**src/rtl/led_spi_frame_rx.sv**
```systemverilog
// rtl/led_spi_frame_rx.sv - SPI-slave command receiver that decodes 32-bit words into pixel write strobes
// Handles single-pixel write, auto-increment burst and whole-matrix fill; the raw SPI pins are synchronised into clk.
module led_spi_frame_rx #(
   parameter int SYNC_STAGES = 2,
   parameter int NUM_PIX     = 64
) (
   input  logic        clk,
   input  logic        rst,
   input  logic        sclk,
   input  logic        mosi,
   input  logic        cs,
   output logic        pix_we,
   output logic [5:0]  pix_addr,
   output logic [23:0] pix_rgb,
   output logic        busy,
   output logic        frame_done,
   output logic        err
);

   typedef enum logic [2:0] {
      S_IDLE, S_HDR, S_SINGLE, S_BURST, S_FILL, S_WAIT_CS
   } state_t;

   localparam logic [5:0] LAST_PIX = 6'(NUM_PIX - 1);

   function automatic logic [5:0] next_addr(input logic [5:0] a);
      return (a == LAST_PIX) ? 6'd0 : a + 6'd1;
   endfunction

   logic [SYNC_STAGES-1:0] sclk_sync, mosi_sync, cs_sync;
   logic                   sclk_prev;
   logic                   sclk_s, mosi_s, cs_s, sclk_rise;

   state_t      state, state_n;
   logic [4:0]  bit_cnt, bit_cnt_n;
   logic [30:0] shreg, shreg_n;
   logic [31:0] bit_in;
   logic [5:0]  cur_addr, addr_n;
   logic [23:0] hdr_rgb, rgb_n;
   logic        hdr_ok, hdr_ok_n;
   logic        done_pend, done_pend_n;
   logic        we_n, busy_n, done_n, err_n;
   logic [5:0]  paddr_n;
   logic [23:0] prgb_n;

   assign sclk_s    = sclk_sync[SYNC_STAGES-1];
   assign mosi_s    = mosi_sync[SYNC_STAGES-1];
   assign cs_s      = cs_sync[SYNC_STAGES-1];
   assign sclk_rise = sclk_s & ~sclk_prev;
   assign bit_in    = {shreg, mosi_s};

   always_ff @(posedge clk) begin
      if (rst) begin
         sclk_sync  <= '0;
         mosi_sync  <= '0;
         cs_sync    <= '1;
         sclk_prev  <= 1'b0;
         state      <= S_IDLE;
         bit_cnt    <= '0;
         shreg      <= '0;
         cur_addr   <= '0;
         hdr_rgb    <= '0;
         hdr_ok     <= 1'b0;
         done_pend  <= 1'b0;
         pix_we     <= 1'b0;
         pix_addr   <= '0;
         pix_rgb    <= '0;
         busy       <= 1'b0;
         frame_done <= 1'b0;
         err        <= 1'b0;
      end else begin
         sclk_sync  <= {sclk_sync[SYNC_STAGES-2:0], sclk};
         mosi_sync  <= {mosi_sync[SYNC_STAGES-2:0], mosi};
         cs_sync    <= {cs_sync[SYNC_STAGES-2:0], cs};
         sclk_prev  <= sclk_s;
         state      <= state_n;
         bit_cnt    <= bit_cnt_n;
         shreg      <= shreg_n;
         cur_addr   <= addr_n;
         hdr_rgb    <= rgb_n;
         hdr_ok     <= hdr_ok_n;
         done_pend  <= done_pend_n;
         pix_we     <= we_n;
         pix_addr   <= paddr_n;
         pix_rgb    <= prgb_n;
         busy       <= busy_n;
         frame_done <= done_n;
         err        <= err_n;
      end
   end

   always_comb begin
      state_n     = state;
      bit_cnt_n   = bit_cnt;
      shreg_n     = shreg;
      addr_n      = cur_addr;
      rgb_n       = hdr_rgb;
      hdr_ok_n    = hdr_ok;
      done_pend_n = 1'b0;
      we_n        = 1'b0;
      paddr_n     = pix_addr;
      prgb_n      = pix_rgb;
      busy_n      = 1'b0;
      done_n      = done_pend;
      err_n       = 1'b0;

      case (state)
         S_IDLE: begin
            bit_cnt_n = '0;
            hdr_ok_n  = 1'b0;
            if (!cs_s) state_n = S_HDR;
         end

         S_HDR: begin
            if (cs_s) begin
               err_n   = (bit_cnt != 5'd0);
               state_n = S_IDLE;
            end else if (sclk_rise) begin
               shreg_n   = bit_in[30:0];
               bit_cnt_n = bit_cnt + 5'd1;
               if (bit_cnt == 5'd31) begin
                  bit_cnt_n = '0;
                  rgb_n     = bit_in[23:0];
                  prgb_n    = bit_in[23:0];
                  case (bit_in[31:30])
                     2'b00: begin
                        we_n     = 1'b1;
                        paddr_n  = bit_in[29:24];
                        hdr_ok_n = 1'b1;
                        state_n  = S_SINGLE;
                     end
                     2'b01: begin
                        we_n     = 1'b1;
                        paddr_n  = bit_in[29:24];
                        addr_n   = next_addr(bit_in[29:24]);
                        hdr_ok_n = 1'b1;
                        state_n  = S_BURST;
                     end
                     2'b10: begin
                        // first fill strobe issues straight from the decode cycle
                        we_n     = 1'b1;
                        busy_n   = 1'b1;
                        paddr_n  = 6'd0;
                        addr_n   = next_addr(6'd0);
                        hdr_ok_n = 1'b1;
                        state_n  = S_FILL;
                     end
                     default: begin
                        prgb_n  = pix_rgb;
                        err_n   = 1'b1;
                        state_n = S_WAIT_CS;
                     end
                  endcase
               end
            end
         end

         S_SINGLE: begin
            if (cs_s) begin
               done_n  = hdr_ok;
               state_n = S_IDLE;
            end else begin
               state_n = S_WAIT_CS;
            end
         end

         S_BURST: begin
            if (cs_s) begin
               state_n = S_IDLE;
               if (bit_cnt != 5'd0) err_n = 1'b1;
               else                 done_n = hdr_ok;
            end else if (sclk_rise) begin
               shreg_n   = bit_in[30:0];
               bit_cnt_n = bit_cnt + 5'd1;
               if (bit_cnt == 5'd23) begin
                  bit_cnt_n = '0;
                  we_n      = 1'b1;
                  paddr_n   = cur_addr;
                  prgb_n    = bit_in[23:0];
                  addr_n    = next_addr(cur_addr);
               end
            end
         end

         S_FILL: begin
            we_n    = 1'b1;
            busy_n  = 1'b1;
            paddr_n = cur_addr;
            prgb_n  = hdr_rgb;
            if (cur_addr == LAST_PIX) begin
               addr_n = '0;
               // frame_done must trail the last strobe, so it is deferred one cycle
               if (cs_s) begin
                  done_pend_n = hdr_ok;
                  state_n     = S_IDLE;
               end else begin
                  state_n = S_WAIT_CS;
               end
            end else begin
               addr_n = next_addr(cur_addr);
            end
         end

         S_WAIT_CS: begin
            if (cs_s) begin
               done_n  = hdr_ok;
               state_n = S_IDLE;
            end
         end

         default: state_n = S_IDLE;
      endcase
   end

endmodule

```
**config.mk**
```make
export PLATFORM = sky130hd
export DESIGN_NAME = led_spi_frame_rx
export DESIGN_NICKNAME = d
export VERILOG_FILES = /design/src/rtl/led_spi_frame_rx.sv
export SDC_FILE = /design/constraint.sdc
export NUM_CORES = 1
export LEC_CHECK = 0
export CORE_MARGIN = 10
export CORE_UTILIZATION = 39
export CTS_CLUSTER_SIZE = 12
export DETAILED_ROUTE_END_ITERATION = 8
export PLACE_DENSITY = 0.57
export REMOVE_ABC_BUFFERS = 1
export SLEW_MARGIN = 20
export SYNTH_ARGS = -nofsm -noshare
export SYNTH_HDL_FRONTEND = slang
export SYNTH_SLANG_ARGS = --single-unit
```
**constraint.sdc**
```tcl
create_clock -name clk -period 2.25 [get_ports clk]
set_input_delay 0.225 -clock clk [delete_from_list [all_inputs] [get_ports clk]]
set_output_delay 0.225 -clock clk [all_outputs]
set_load 0.02 [all_outputs]
```
Word-level counts from Yosys, hierarchy flattened. Index checks and enable logic that the tools add are counted.

Register bits: 112. Bits of input ports: 5. Output and inout bits: 34. Logic and storage cells: 141.

Mux-type cells: 71. Add/subtract/negate cells: 3. Equality and inequality tests: 25. Reductions and logical operators: 20. Bitwise logic cells: 5.

Operators by type and width (number): $mux W24 (7); $mux W6 (14); $pmux W24 S3 (1); $pmux W6 S3 (2); $mux W5 (6); $mux W1 (24); $pmux W6 S2 (2); $reduce_and A8 Y1 (3); $mux W3 (7); $ne A2 B2 Y1 const B (9); $pmux W3 S5 (1); $pmux W5 S3 (1); $reduce_and A5 Y1 (3); $add A6 B1 Y6 const B (2); $eq A6 B6 Y1 const B (2); $ne A3 B3 Y1 const B (4); $eq A5 B5 Y1 const B (2); $pmux W3 S3 (1); $pmux W1 S2 (4); $reduce_or A2 Y1 (4); $eq A3 B2 Y1 const B (2); $eq A3 B3 Y1 const B (2); $reduce_bool A3 Y1 (2); $add A5 B1 Y5 const B (1); other kinds (15) (18).

Depth between registers and ports, before layout. Gate-level depths: netlist of run 1.

Word-level depth: 7. Depth in mapped cells: 10.

Worst setup path after synthesis of run 1. No wires, ideal clock.

Path kind: reg-to-reg. Start: reg bit_cnt[0]. End: reg pix_rgb[10]. Data required time: 2.161 ns. Cell stages (with the launch flop): 11. Clock period less this slack: 2.120 ns. Slack: 0.130 ns. Arrival: 2.031 ns. Path through: dfxtp_1 -> ha_1 -> and3_1 -> ha_1 -> or2b_4 -> o21ai_2 -> a21o_2 -> and2_1 -> buf_6 -> buf_6 -> a311oi_2.

Word-level cells in the longest chain between the ends: 3. Elaborated cells on any way between the ends: 5.

Ends and longest elaborated chain: from (decl) (line 35) `logic [4:0] bit_cnt, bit_cnt_n;`; from (signal assigned) (line 77) `bit_cnt <= bit_cnt_n;`; $eq A5 B5 Y1, on equally long branches (line 175, 121); $ne A2 B2 Y1 (no source line); $reduce_and A8 Y1 (no source line) *; to (signal assigned) (line 85) `pix_rgb <= prgb_n;`; to (decl) (line 14) `output logic [23:0] pix_rgb,`.

Mark *: on every way between the ends. The rest lies on a longest branch, timed or not. A chain may end at the register's enable or synchronous reset.

Worst setup path after layout of run 1.
Start: reg bit_cnt[0]. End: reg pix_rgb[8].

The elaborated chain is that of the path after synthesis.

==> key figures, run 1 <==
Final layout
  • FF/Latch Area: ~2200 sq um
  • Share of layout cells above drive strength 1: about an eighth
  • Filler cells: ~1300
  • Util after Layout: around 47%
  • Final Non-Filler Cells: 810
  • Area occupied by multi-input gates: 2510 sq um
  • Inserted Diodes: 0
  • Syn-to-layout area delta: 19.2%
  • Final #Nets: around 650

STA
  • Max frequency: about 460 MHz
  • Period utilization: 96.3%
  • Post-layout min period: roughly 2200 ps
  • Slew Limit Headroom: ~62%
  • Hold_ws: about 350 ps
  • Worst-Margin Slew: about 570 ps
  • RSZ-0062 raised after global routing: no
  • Clock Skew: 8.77 ps
  • # setup viols final: 0
  • Fin. Hold Viols: 0
  • Max-slew violation count: 0

Synth
  • Synth top area cells: dfxtp_1 (45%), nand2_1 (13%), a21oi_1 (9.9%)
  • Most numerous cell in the Yosys netlist: nand2_1
  • Synth top area share: between 40 and 50%
  • Post-synthesis cell count: 606
  • Commonest cells post-synth: nand2_1 (172), dfxtp_1 (112), a21oi_1 (98)
  • Cell variety after synth: between 40 and 50
  • Syn avg cell area: ~8 sq um
  • Share of flip-flops with an asynchronous set or reset: 0%
  • Ys flop type: dfxtp_1
  • Seq/Total Area, Yosys: between 40 and 50%
  • Post-synth EDFFs: 0
  • Leading area contributor after synthesis: dfxtp_1
  • YS warnings: 0
  • Synthesized cell area: between 4000 and 5000 sq um
  • Seq cells post-synth: around 110

Clock network
  • Hold Buf Count CTS: 0
  • Clock-pin slew on the worst setup and hold paths: about 70 ps
  • CTS tree: yes
  • CTS max path bufs: 2
  • Clk_lat worst skew: about 350 ps
  • Sink Count: ~110
  • Number of CTS-inserted buffers: 9
  • H-Tree Depth: 3
  • Clock root buffer master: clkbuf_16

Route
  • Vias: 4306
  • DRC Markers: 0
  • Uppermost layer routed: met4
  • DRT met1 WL: between 5000 and 6000 um
  • TritonRoute pass-1 iters: 6
  • Antenna viol nets, final: 0
  • Met3 wire len: ~600 um
  • Avg Vias per Cell: ~5.3
  • Metal2 WL: about 5700 um
  • 1st-iter DRT viols: approximately 270
  • Routed WL: 12200 um
  • WL per Instance: 15.0 um

Critical path
  • Crit path largest cell delay: 340 ps
  • WP data required: 2510 ps
  • Worst reg2reg path endpoint: pix_rgb[8]
  • Crit Path Max Fanout: 12
  • Worst r2r path cells: 9
  • Kind of critical path: register to register
  • Slowest CP cell: dfxtp_1
  • R2R Path Start: bit_cnt[0]
  • Worst EP arrival: approximately 2400 ps
  • Crit start category: register
  • Crit path top cell by count: ha_1
  • Worst R2R Setup Slack: 80 ps
  • Critical path endpoint category: register
  • Worst path cell trace: ha_1 -> and3_1 -> ha_1 -> or2b_4 -> o21ai_2 -> a21o_2 -> and2_4 -> clkbuf_16 -> a311oi_2

Run
  • Max-Cap Viols: 0

Min path
  • Hold Path Cell Cnt: 2
  • Hold endpoint: frame_done
  • HP Start: rst
  • Worst hold path type: input port to register

Floorplanning
  • Die area: between 15000 and 20000 sq um
  • IO Pins: 39
  • Core area: 12500 sq um
  • Die W: around 130 um
  • Row count: approximately 40
  • Starting density of the core: between 30% and 40%
  • Die Span Y: approximately 130 um

Power and ir drop
  • Sw Ratio: approximately a quarter
  • Internal power: a little under 3000 uW
  • Flop pwr share: 52.6%
  • Worst vdd rail ir drop: 0.000433 V
  • Gate power share: approximately 6.7%
  • Clk network pwr share: between 40% and 50%
  • Switch Pwr: about 900 uW
  • Leakage power: 0.00192 uW
  • Pwr dens: about 650 nW/um^2

GRT
  • Largest net degree at the start of global routing: 46
  • First-pass GRT wire length: 20300 um
  • Initial antenna violation count: 0
  • Total GRT Usage: 13.5%
  • Vias in the first global route: about 4200
  • Grt total ovfl: 0

Place
  • DP Cell Count: slightly below 800
  • Hpwl dp: approximately 7500 um
  • Gpl congestion: approximately 0.83
  • Number of port buffers: 38

Outcome
  • Run status: complete, no violations
## per-stage QoR
| step | setup TNS, ps | power (uW) | setup WS (ps) | instance area (sq um) |
|---|---|---|---|---|
| after CTS | 0 | 3910 | 53.4 | 5840 |
| final | 0 | 3870 | 83.9 | 5920 |
| after detailed placement | 0 | 2340 | 75.4 | 5550 |
| after global placement | 0 | 2330 | 162 | 5550 |
| after global routing | 0 | 4010 | 13.8 | 5920 |
| after floorplan | -16200 | 2200 | -494 | 4740 |
## cells in the final DEF, fill, tap and decap left out, drive strengths merged, types with 2 or more instances in the layout
cell type        n
nor2            23
or2              3
inv              9
nor4             2
and3             5
nor2b           10
o21ai           17
a221oi           2
a211oi           8
clkinv           2
clkdlybuf4s50   37
ha              10
dfxtp          112
xnor2            3
nor3b           11
nor4b            2
nand2          172
o22ai            3
a311oi          27
a21o             5
and2             3
clkbuf          13
buf             23
a31oi            3
nor3            11
xor2             2
a21oi           98
nand3            8
## sequential cells by signal, summed over array words and instances, names as in the netlist, 2 cells and up
register	cells
cs_sync	2
cur_addr	6
state	3
hdr_rgb	24
pix_rgb	24
shreg	31
pix_addr	6
mosi_sync	2
sclk_sync	2
bit_cnt	5
## power groups by stage
stage	clock, uW	sequential, uW	combinational, uW
final	1580	2040	261
after CTS	1620	2040	252
after global routing	1690	2040	282
after floorplan	0	2110	87.5
after global placement	0	2080	249
after detailed placement	0	2080	253
## final cells by class
| class | count | share of cell area (%) |
|---|---|---|
| clock buffers | 12 | 4.33 |
| well taps | 172 | 3.64 |
| clock inverters | 4 | 0.571 |
| repair buffers | 61 | 10.7 |
| flip-flops and latches | 112 | 37.9 |
| inverters | 7 | 0.444 |
| multi-input cells | 442 | 42.4 |
## worst max-delay path by stage
| stage | cells after the start | startpoint | to |
|---|---|---|---|
| final | 9 | bit_cnt[0] | pix_rgb[8] |
| after global routing | 9 | bit_cnt[0] | pix_rgb[10] |
| after CTS | 8 | bit_cnt[1] | pix_addr[5] |
| after detailed placement | 9 | bit_cnt[0] | pix_rgb[22] |
| after global placement | 9 | bit_cnt[0] | pix_rgb[1] |
| after floorplan | 8 | bit_cnt[0] | pix_rgb[10] |
## kinds of logic (layout without fill, tap and decap cells)
logic type	after synthesis	in the layout	synth area share, %
DFF	112	112	45.2
muxes	2	2	0.429
adders and majority gates	10	10	2.52
AOI/OAI and AO/OA	169	169	23.1
and+or+nand+nor	256	256	22.9
buffers and inverters	52	84	4.92
xor gates and xnor gates	5	5	0.883
## timing repair
| action | 4_1_cts | 5_1_grt |
|---|---|---|
| setup buffers | 0 | 2 |
| gates resized for setup | 0 | 9 |
| endpoints found under the setup margin | 0 | 22 |
## routing by layer
layer | global-route usage [%] | up-vias
met5 | 0 | -
met4 | 4.71 | 0
met3 | 3.44 | 16
met2 | 22.5 | 88
met1 | 16.4 | 2056
li1 | - | 2146
## worst max-delay path: cells and delay by family, from the launching register on
family,cells,cell delay [ps]
and+or+nand+nor,3,620
DFF,1,340
buffers and inverters,1,180
adders and majority gates,2,420
AOI/OAI and AO/OA,3,520
Power figures use the tool's default switching activity.
==> inputs of run 2 (changes only) <==
--- a/config.mk
+++ b/config.mk
@@ -15,3 +15,4 @@
 export SYNTH_ARGS = -nofsm -noshare
 export SYNTH_HDL_FRONTEND = slang
 export SYNTH_SLANG_ARGS = --single-unit
+export TNS_END_PERCENT = 20
==> key figures, run 2 (synthesized netlist as in run 1, its figures left out) <==
Outcome
  • Run status: complete, no violations

Critical path
  • WP data required: ~2500 ps
  • Slowest CP cell: dfxtp_1
  • Worst EP arrival: around 2400 ps
  • Crit path top cell by count: ha_1
  • Crit path largest cell delay: 340 ps
  • Critical path endpoint category: register
  • Kind of critical path: register to register
  • Crit Path Max Fanout: 24
  • Crit start category: register
  • Worst path cell trace: ha_1 -> and3_1 -> ha_1 -> or2b_4 -> o21ai_2 -> a21o_2 -> and2_1 -> buf_12 -> a311oi_1

Route
  • Avg Vias per Cell: between 5 and 6
  • Antenna viol nets, final: 0
  • TritonRoute pass-1 iters: 5
  • Routed WL: between 10000 and 15000 um
  • WL per Instance: about 15 um
  • DRC Markers: 0
  • Vias: approximately 4300
  • 1st-iter DRT viols: 278

Final layout
  • Filler cells: between 1000 and 1500
  • Share of layout cells above drive strength 1: approximately 11%
  • Inserted Diodes: 0
  • Most common cell after layout, fill and taps aside: nand2_1
  • Commonest cells after routing, fill and taps aside: nand2_1 (172), dfxtp_1 (111), a21oi_1 (98)
  • Largest regs: shreg x31, hdr_rgb x24, pix_rgb x24
  • Max FFs per register: 31
  • Largest Register: shreg
  • Final #Nets: around 650
  • Syn-to-layout area delta: 18.3%

Place
  • Worst slack, placed: 75.4 ps
  • Hpwl dp: 7500 um
  • Number of port buffers: 38
  • Gpl congestion: between 0.8 and 0.9

Floorplanning
  • Row count: approximately 40
  • Die Span Y: approximately 130 um
  • Die W: approximately 130 um
  • IO Pins: 39
  • Starting density of the core: approximately two fifths
  • Die area: 17600 sq um
  • Core area: ~13000 sq um

STA
  • # setup viols final: 0
  • Max-slew violation count: 0
  • Clock Skew: approximately 7 ps
  • Max frequency: ~460 MHz
  • Period utilization: between 90% and 100%
  • Slew Limit Headroom: approximately three fifths
  • Post-layout min period: ~2200 ps
  • RSZ-0062 raised after global routing: yes
  • PnR worst setup slack: between 70 and 80 ps
  • Worst-Margin Slew: between 500 and 600 ps
  • Fin. Hold Viols: 0
  • Setup TNS: 0 ps

GRT
  • Largest net degree at the start of global routing: 46
  • Grt total ovfl: 0
  • First-pass GRT wire length: about 20000 um
  • Initial antenna violation count: 0
  • Total GRT Usage: 13.5%
  • Vias in the first global route: 4192

Clock network
  • Clock root buffer master: clkbuf_16
  • Sink Count: 112
  • Hold Buf Count CTS: 0
  • Clk_lat worst skew: ~350 ps
  • Clock-pin slew on the worst setup and hold paths: approximately 70 ps
  • CTS max path bufs: 2
  • CTS tree: yes
  • H-Tree Depth: 3
  • Number of CTS-inserted buffers: 9

Power and ir drop
  • Worst vdd rail ir drop: around 0.00043 V
  • Pwr dens: 657 nW/um^2
  • Power, Total: around 3900 uW
  • Leakage power: approximately 0.0019 uW

Run
  • Max-Cap Viols: 0

Min path
  • Worst hold path type: input port to register
## run 2: cell count changes in the layout (fill, tap and decap cells not counted)
cell / delta
clkbuf_16: -1
a311oi_2: -3
and2_1: +1
and2_4: -1
a311oi_1: +3
## run 2: path summary, 6_finish.rpt
kind              startpoint     endpoint  slack (ps)  cells after the start
setup / recovery  bit_cnt[0]  pix_rgb[22]          70                      9
hold / removal           rst   frame_done         350                      2
setup reg to reg  bit_cnt[0]  pix_rgb[22]          70                      9
hold reg to reg   cs_sync[0]   cs_sync[1]         410                      1
## run 2: power breakdown
group	leakage [uW]	internal, uW	switching, uW
sequential	0.000906	2010	22.9
clock	0.000145	826	744
combinational	0.000856	109	141
## run 2: cell type report
cell class	instances	area (sq um)	area share [%]
clock inverter	4	33.8	0.575
inverter	7	26.3	0.448
multi-input combinational	442	2490	42.4
timing repair buffer	60	606	10.3
sequential	112	2240	38.2
tap	172	215	3.67
clock buffer	12	256	4.37
## run 2: stage by stage
stage               cell area [sq um]  hold slack [ps]  std cells  utilization [%]
detailed placement               5550              394        791             44.3
CTS                              5840              333        807             46.7
finish                           5870              351        809             46.9
floorplan                        4740              293        561                -
global route                     5870              378        809             46.9
global placement                 5550              396        791             44.3
## run 2: what timing repair did
item,CTS,global route
resized for setup,0,4
buffers inserted,0,2
endpoints found under the setup margin,0,22
## run 2: routing by layer
metal / GRT usage, % / vias to the layer above / share of wire, %
met3: 3.44 / 18 / 5.5
met1: 16.4 / 2032 / 46
met2: 22.5 / 103 / 47
met4: 4.71 / 0 / 1.7
met5: 0 / - / 0
li1: - / 2143 / -
## run 2: worst max-delay path: cells and delay by family (launching register included)
family                     cells  cell delay [ps]
adders and majority gates      2              420
AOI/OAI and AO/OA              3              530
buffers and inverters          1              180
and+or+nand+nor                3              610
DFF                            1              340
